==> config.mk <==
export PLATFORM = sky130hd
export DESIGN_NAME = ram_3d_stream_reader
export DESIGN_NICKNAME = d
export VERILOG_FILES = /design/src/rtl/ram_3d_stream_reader.sv
export SDC_FILE = /design/constraint.sdc
export NUM_CORES = 1
export LEC_CHECK = 0
export ABC_AREA = 1
export CAP_MARGIN = 10
export CORE_UTILIZATION = 25
export DETAILED_ROUTE_END_ITERATION = 10
export GPL_ROUTABILITY_DRIVEN = 0
export PLACE_DENSITY = 0.51
export SKIP_LAST_GASP = 1
export SLEW_MARGIN = 30
export SYNTH_ARGS = -nofsm -noshare
export SYNTH_HDL_FRONTEND = slang
export SYNTH_SLANG_ARGS = --single-unit
==> constraint.sdc <==
create_clock -name clk -period 2.9 [get_ports clk]
set_input_delay 0.725 -clock clk [delete_from_list [all_inputs] [get_ports clk]]
set_output_delay 0.725 -clock clk [all_outputs]
set_load 0.02 [all_outputs]
==> src/rtl/ram_3d_stream_reader.sv <==
// Read-side master for the banked feature-map RAM. Walks an address window on
// port B of every bank in lockstep, absorbs the one-cycle read latency in a
// two-entry skid FIFO and presents each all-bank word as a valid/ready beat.
module ram_3d_stream_reader #(
  parameter int RAM_NUM = 16,
  parameter int WIDTH   = 16,
  parameter int ADDRESS = 10
) (
  input  logic               clk,
  input  logic               rst,
  input  logic               start,
  input  logic [ADDRESS-1:0] base_addr,
  input  logic [ADDRESS:0]   len,
  output logic               enb,
  output logic               web,
  output logic [ADDRESS-1:0] addrb  [0:RAM_NUM-1],
  input  logic [WIDTH-1:0]   doutb  [0:RAM_NUM-1],
  output logic               m_valid,
  input  logic               m_ready,
  output logic [WIDTH-1:0]   m_data [0:RAM_NUM-1],
  output logic               m_last,
  output logic               busy,
  output logic               done
);

  typedef enum logic [1:0] {IDLE, RUN, DRAIN} state_t;

  state_t             state, state_nxt;
  logic [ADDRESS-1:0] addr_ptr;
  logic [ADDRESS:0]   issue_cnt;
  logic [ADDRESS:0]   beat_cnt;
  logic               inflight;
  logic [1:0]         fifo_count;
  logic               wr_ptr, rd_ptr;
  logic [WIDTH-1:0]   fifo_mem [0:1][0:RAM_NUM-1];
  logic               pop, launch, zero_launch;
  logic [2:0]         occupancy;

  assign pop         = m_valid & m_ready;
  assign launch      = (state == IDLE) & start & (len != '0);
  assign zero_launch = (state == IDLE) & start & (len == '0);

  // Reads already committed (queued or in the RAM pipe) once this cycle's pop
  // leaves; a new read is only issued if it still fits in the two-entry FIFO.
  assign occupancy = {1'b0, fifo_count} + {2'b00, inflight} - {2'b00, pop};
  assign enb       = (state == RUN) && (issue_cnt != '0) && (occupancy < 3'd2);
  assign web       = 1'b0;

  assign m_valid = (fifo_count != 2'd0);
  assign m_last  = m_valid && (beat_cnt == (ADDRESS+1)'(1));
  assign busy    = (state != IDLE);

  // Fan the shared address out to every bank and expose the FIFO head.
  always_comb begin
    for (int i = 0; i < RAM_NUM; i++) begin
      addrb[i]  = addr_ptr;
      m_data[i] = fifo_mem[rd_ptr][i];
    end
  end

  // Next-state logic for the window sequencer.
  // NOTE: assigning the default first keeps every path driven, so no latch is inferred.
  always_comb begin
    state_nxt = state;
    case (state)
      IDLE:    if (launch) state_nxt = RUN;
      RUN:     if (enb && issue_cnt == (ADDRESS+1)'(1)) state_nxt = DRAIN;
      DRAIN:   if (pop && m_last) state_nxt = IDLE;
      default: state_nxt = IDLE;
    endcase
  end

  // State register.
  // NOTE: sequential state uses non-blocking assignments so every flop samples pre-edge values.
  always_ff @(posedge clk or negedge rst) begin
    if (!rst) state <= IDLE;
    else      state <= state_nxt;
  end

  // Address pointer, issue/beat counters, read-in-flight flag and done pulse.
  always_ff @(posedge clk or negedge rst) begin
    if (!rst) begin
      addr_ptr  <= '0;
      issue_cnt <= '0;
      beat_cnt  <= '0;
      inflight  <= 1'b0;
      done      <= 1'b0;
    end else begin
      inflight <= enb;
      done     <= (pop & m_last) | zero_launch;
      if (launch) begin
        addr_ptr  <= base_addr;
        issue_cnt <= len;
        beat_cnt  <= len;
      end else begin
        if (enb) begin
          addr_ptr  <= addr_ptr + ADDRESS'(1);
          issue_cnt <= issue_cnt - (ADDRESS+1)'(1);
        end
        if (pop) beat_cnt <= beat_cnt - (ADDRESS+1)'(1);
      end
    end
  end

  // Two-entry FIFO: captures returning read data, releases the head on pop.
  // NOTE: the storage is reset too, so m_data reads zero out of reset and after an abort.
  always_ff @(posedge clk or negedge rst) begin
    if (!rst) begin
      wr_ptr     <= 1'b0;
      rd_ptr     <= 1'b0;
      fifo_count <= 2'd0;
      for (int e = 0; e < 2; e++)
        for (int i = 0; i < RAM_NUM; i++)
          fifo_mem[e][i] <= '0;
    end else begin
      if (inflight) begin
        for (int i = 0; i < RAM_NUM; i++) fifo_mem[wr_ptr][i] <= doutb[i];
        wr_ptr <= ~wr_ptr;
      end
      if (pop) rd_ptr <= ~rd_ptr;
      case ({inflight, pop})
        2'b10:   fifo_count <= fifo_count + 2'd1;
        2'b01:   fifo_count <= fifo_count - 2'd1;
        default: fifo_count <= fifo_count;
      endcase
    end
  end

  // The issue throttle guarantees a capture never lands on a full FIFO.
  always @(posedge clk) begin
    if (rst) begin
      assert (!(inflight && !pop && fifo_count == 2'd2))
        else $fatal(1, "ram_3d_stream_reader: fifo overflow");
    end
  end

endmodule

[Yosys cells after proc, flatten, opt, wreduce, memory -nomap -nowiden]
Index checks and enable logic that the tools add are counted.
Storage, ports and cells
  flip-flop bits (word level): 552
  logic and storage cells: 149
Cells by class
  add/subtract/negate cells: 7
  magnitude comparators: 4
  equality and inequality tests: 9
  mux-type cells: 62
  bitwise operators: 10
  reductions and logical operators: 16
Operators by type and width (count)
  512-bit bitwise mux: 16
  256-bit demux with 1-bit select: 16
  256-bit 2-to-1 mux: 4
  240-bit 2-to-1 mux: 1
  224-bit 2-to-1 mux: 1
  208-bit 2-to-1 mux: 1
  192-bit 2-to-1 mux: 1
  176-bit 2-to-1 mux: 1
  160-bit 2-to-1 mux: 1
  144-bit 2-to-1 mux: 1
  128-bit 2-to-1 mux: 1
  112-bit 2-to-1 mux: 1
  96-bit 2-to-1 mux: 1
  80-bit 2-to-1 mux: 1
  64-bit 2-to-1 mux: 1
  48-bit 2-to-1 mux: 1
  11-bit 2-to-1 mux: 4
  32-bit 2-to-1 mux: 1
  11-bit by 1-bit == test with 1-bit output, second input constant: 2
  11-bit nonzero test: 2
  11-bit by 1-bit subtractor with 11-bit output, second input constant: 2
  10-bit 2-to-1 mux: 2
  16-bit 2-to-1 mux: 1
  11-bit zero test: 1
  other kinds (23): 44

[Logic depth before layout (Yosys ltp)]
  depth in word-level cells: 21
  mapped depth: 13
  gate-level depth less buffers: 13

[Least setup slack after synthesis]
Ideal clock, no wire load.
  kind: in2out
  start: input port m_ready
  end: output port enb
  data arrival time: 2.211 ns
  path slack: -0.036 ns
  stages on the path: 10
  path buffers: 1
  cell sequence: inv_1 nor2_1 nand2_1 o21ai_0 nand2_1 fa_1 xnor2_1 nand3_1 nor2_1 buf_2
On the way
  word-level cells in the longest chain between the ends: 4
RTL lines
  start: declaration: RTL line 19  | input logic m_ready,
  1-bit AND: RTL line 39  | assign pop = m_valid & m_ready;
  3-bit by 1-bit subtractor with 3-bit output: RTL line 45  | assign occupancy = {1'b0, fifo_count} + {2'b00, inflight} - {2'b00, pop};
  3-bit by 2-bit less-than comparator with 1-bit output: RTL line 46  | assign enb = (state == RUN) && (issue_cnt != '0) && (occupancy < 3'd2);
  1-bit logical AND: RTL line 46
  end: declaration: RTL line 14  | output logic enb,
No other way between the ends.

[Worst setup path after layout]
  start: register fifo_count[1]
  end: output port enb
On the way
  word-level cells in the longest chain between the ends: 5
  elaborated cells on any way between the ends: 6
RTL lines
  start: declaration: RTL line 33  | logic [1:0] fifo_count;
  start signal: assignment: RTL line 122  | 2'b10: fifo_count <= fifo_count + 2'd1;
  start signal: assignment: RTL line 123  | 2'b01: fifo_count <= fifo_count - 2'd1;
  start signal: assignment: RTL line 124  | default: fifo_count <= fifo_count;
  parallel branches: the longest is 2 deep, another holds 2-bit by 1-bit adder with 3-bit output
  3-bit by 1-bit subtractor with 3-bit output (*): RTL line 45
  3-bit by 2-bit less-than comparator with 1-bit output (*): RTL line 46
  1-bit logical AND (*): RTL line 46
Every way passes the cells marked *.

==> results.yml <==
outcome:
  status: "finished with violations"
  violations: "setup timing"
min_path:
  hp-class: "primary input to asynchronous set/reset pin"
logic_synthesis:
  ys_seq_area_share_pct: 53.4
  ys_types: 33
  synth_nets: 3555
  synth_seq_cells: 552
  synth_mux_area_share_pct: 0
  synth_simple_gate_area_share_pct: 22.9
  avgSynthCellArea_sq_um: 7.91
  synthXorXnorAreaFrac_pct: 0.339
  synth_adder_area_share_pct: 0.368
  synth_area_sq_um: 25900
  syn_inst: 3267
  synth_top_family_by_area: "simple AND/OR/NAND/NOR gates"
  synth_compound_area_share_pct: 10.3
  ys_warn_count: 0
worst_setup_path:
  crit_type: "flip-flop to output pin"
  required_ps: 2170
  arrival_ps: 2280
  regToRegEndpoint: "addr_ptr[4]"
  r2r_cells: 15
  crit_fanout: 2
  startpoint: "fifo_count[1]"
  end_kind: "output pin"
  start_kind: "flip-flop"
  timing.rr.start: "fifo_count[1]"
  rrSetupSlack_ps: 610
sta:
  final-setup-viol-count: 1
  hold_viol: 0
  tightest_slew_ps: 748
  rsz0062_at_grt: "true"
  fin_crit_sh_pct: 104
  slew_headroom_pct: 50.1
  hold_slack_ps: 110
  post-route-min-period_ps: 3010
  fmax_mhz: 332
  skew_ps: 26.8
  drv_slew: 0
  setup_slack_ps: -110
grt:
  grt-ovfl-total: 0
  antenna_found_initial: 16
  grt_max_degree: 84
  grtUsageTotal_pct: 15.9
  grt_first_pass_wirelength_um: 128000
  grt_pass1_vias: 21800
detailed_routing:
  wl_per_cell_um: 16.3
  firstDrtPassIters: 5
  wirelength_um: 85600
  vias_per_cell: 4.22
  drc: 0
  drtAntennaViolNets: 0
  vias: 22200
  dr.first_iter.drc_count: 1110
floorplan:
  core_sq_um: 102000
  start_util_pct: 25.3
  num_rows: 117
  ioPinCount: 703
  die_height_um: 324
  dieWidth_um: 324
  die-area_sq_um: 105000
run:
  cap_violations: 0
placed_design:
  io_buffers: 701
  post_dp_cell_area_sq_um: 33800
  dp_hpwl_um: 60400
  pre_cts_slack_ps: -1020
  dp.cells: 5116
cells_and_area:
  stdcell_area_sq_um: 36100
  fill_cells: 11000
  nNetsFinal: 4128
  multi_input_area_sq_um: 8860
  regArea_sq_um: 13800
  layout-drive-gt1-share_pct: 13.1
  area_growth_pct: 39.6
  fin_cells: 5261
  utilization_pct: 35.3
clock_tree:
  cts_buffer_depth: 3
  hold_buffers: 0
  clock_latency_ps: 610
  tritoncts: "done"
  htree_levels: 3
  path_clk_slew_ps: 60
  clock_sinks: 552
  cts-root-buf: "clkbuf_16"
  numCtsBuffers: 67
power:
  powerDensity_nw_per_um2: 1320
  ir_worst_vdd_mv: 0.565
  p_leak_uw: 0.0183
-- synthesized netlist by cell type --
library cell	count	area share, %
buf_6	27	1.2
o21ai_1	251	4.9
inv_1	301	4.4
nor4_1	1	0.024
nor2_2	3	0.073
nor3_1	4	0.077
nand4_1	7	0.17
o21ai_0	276	5.3
clkbuf_1	79	1.1
xnor2_1	3	0.10
or2_1	3	0.073
o21bai_1	1	0.029
a21oi_1	2	0.039
nand3_1	73	1.4
clkinv_4	1	0.034
nor2_1	37	0.54
o31ai_1	1	0.029
nand3b_1	6	0.17
buf_8	1	0.058
buf_4	156	4.5
fa_1	1	0.077
nor2_4	1	0.044
nand2_1	1391	20
conb_1	1	0.015
xor2_1	7	0.24
inv_2	3	0.044
a21oi_2	1	0.034
ha_1	6	0.29
nand2_4	3	0.13
nand2_2	1	0.024
buf_2	54	1.0
dfrtp_1	552	53
buf_1	13	0.19
-- layout by cell type, fill, tap and decap left out, types with 40 or more instances in the layout --
cell and count:
dfrtp_1 544, buf_4 99, clkbuf_16 71, o21ai_0 275, nand2_1 1384, clkdlybuf4s50_1 441, clkdlybuf4s15_2 108, buf_2 102
o21ai_1 251, nand3_1 72, buf_12 40, inv_1 300
-- state kept, by name (all words and copies together), names as in the netlist, 2 cells and up --
register    flops
addr_ptr       10
beat_cnt       11
fifo_count      2
fifo_mem      512
issue_cnt      11
state           2
-- kinds of logic after synthesis --
family | Yosys count
XOR/XNOR | 10
AND/OR/NAND/NOR | 1530
AO/OA/AOI/OAI | 532
flip-flops | 552
other | 1
adder cells (fa/ha/maj) | 7
buffers and inverters | 635
-- cell type report --
cell class | count | share of cell area, %
Antenna cell | 9 | 0.0624
Clock buffer | 95 | 5.33
Clock inverter | 18 | 0.523
Inverter | 305 | 3.22
Multi-Input combinational cell | 2080 | 24.5
Sequential cell | 552 | 38.3
Tap cell | 1368 | 4.74
Timing Repair Buffer | 834 | 23.3
-- per-layer routing --
metal / routed length, um / global-route usage [%]
met4: 2430 / 6.04
met3: 6010 / 4.15
met2: 40900 / 26.9
met5: 99 / 0
met1: 36100 / 19.4
-- worst max path at each step --
stage	end	slack, ps	cells past startpoint
6_report	enb	-110	9
5_1_grt	enb	-250	9
4_1_cts	m_data[127]	-220	5
3_5_place_dp	enb	-1020	11
3_3_place_gp	enb	-1100	11
2_1_floorplan	enb	7	10
-- metrics by stage --
stage	power [uW]	setup TNS (ps)
global route	51300	-715
finish	47600	-110
CTS	48700	-9390
detailed placement	40300	-8730
floorplan	28800	0
global placement	40200	-9800
-- worst max-delay path, cell delays in order, from the launching register on --
cell and delay, ps:
dfrtp_1 360, nor2_2 50, nor2_2 130, nand2_2 80, o21ai_2 70, nand2_1 100, fa_2 550, nand3_2 100
nor2_4 110, buf_6 130
-- power by group --
group | internal (uW) | switching [uW] | total (uW)
sequential | 11500 | 2230 | 13800
combinational | 10200 | 15400 | 25700
clock | 4870 | 3290 | 8160
-- repair_timing --
action,in CTS,in global routing
pin swaps,3,3
cloned,6,3
endpoints found under the setup margin,257,206
resized for setup,727,126
setup buffers,9,6
No activity file was read; power rests on OpenSTA's default activity.
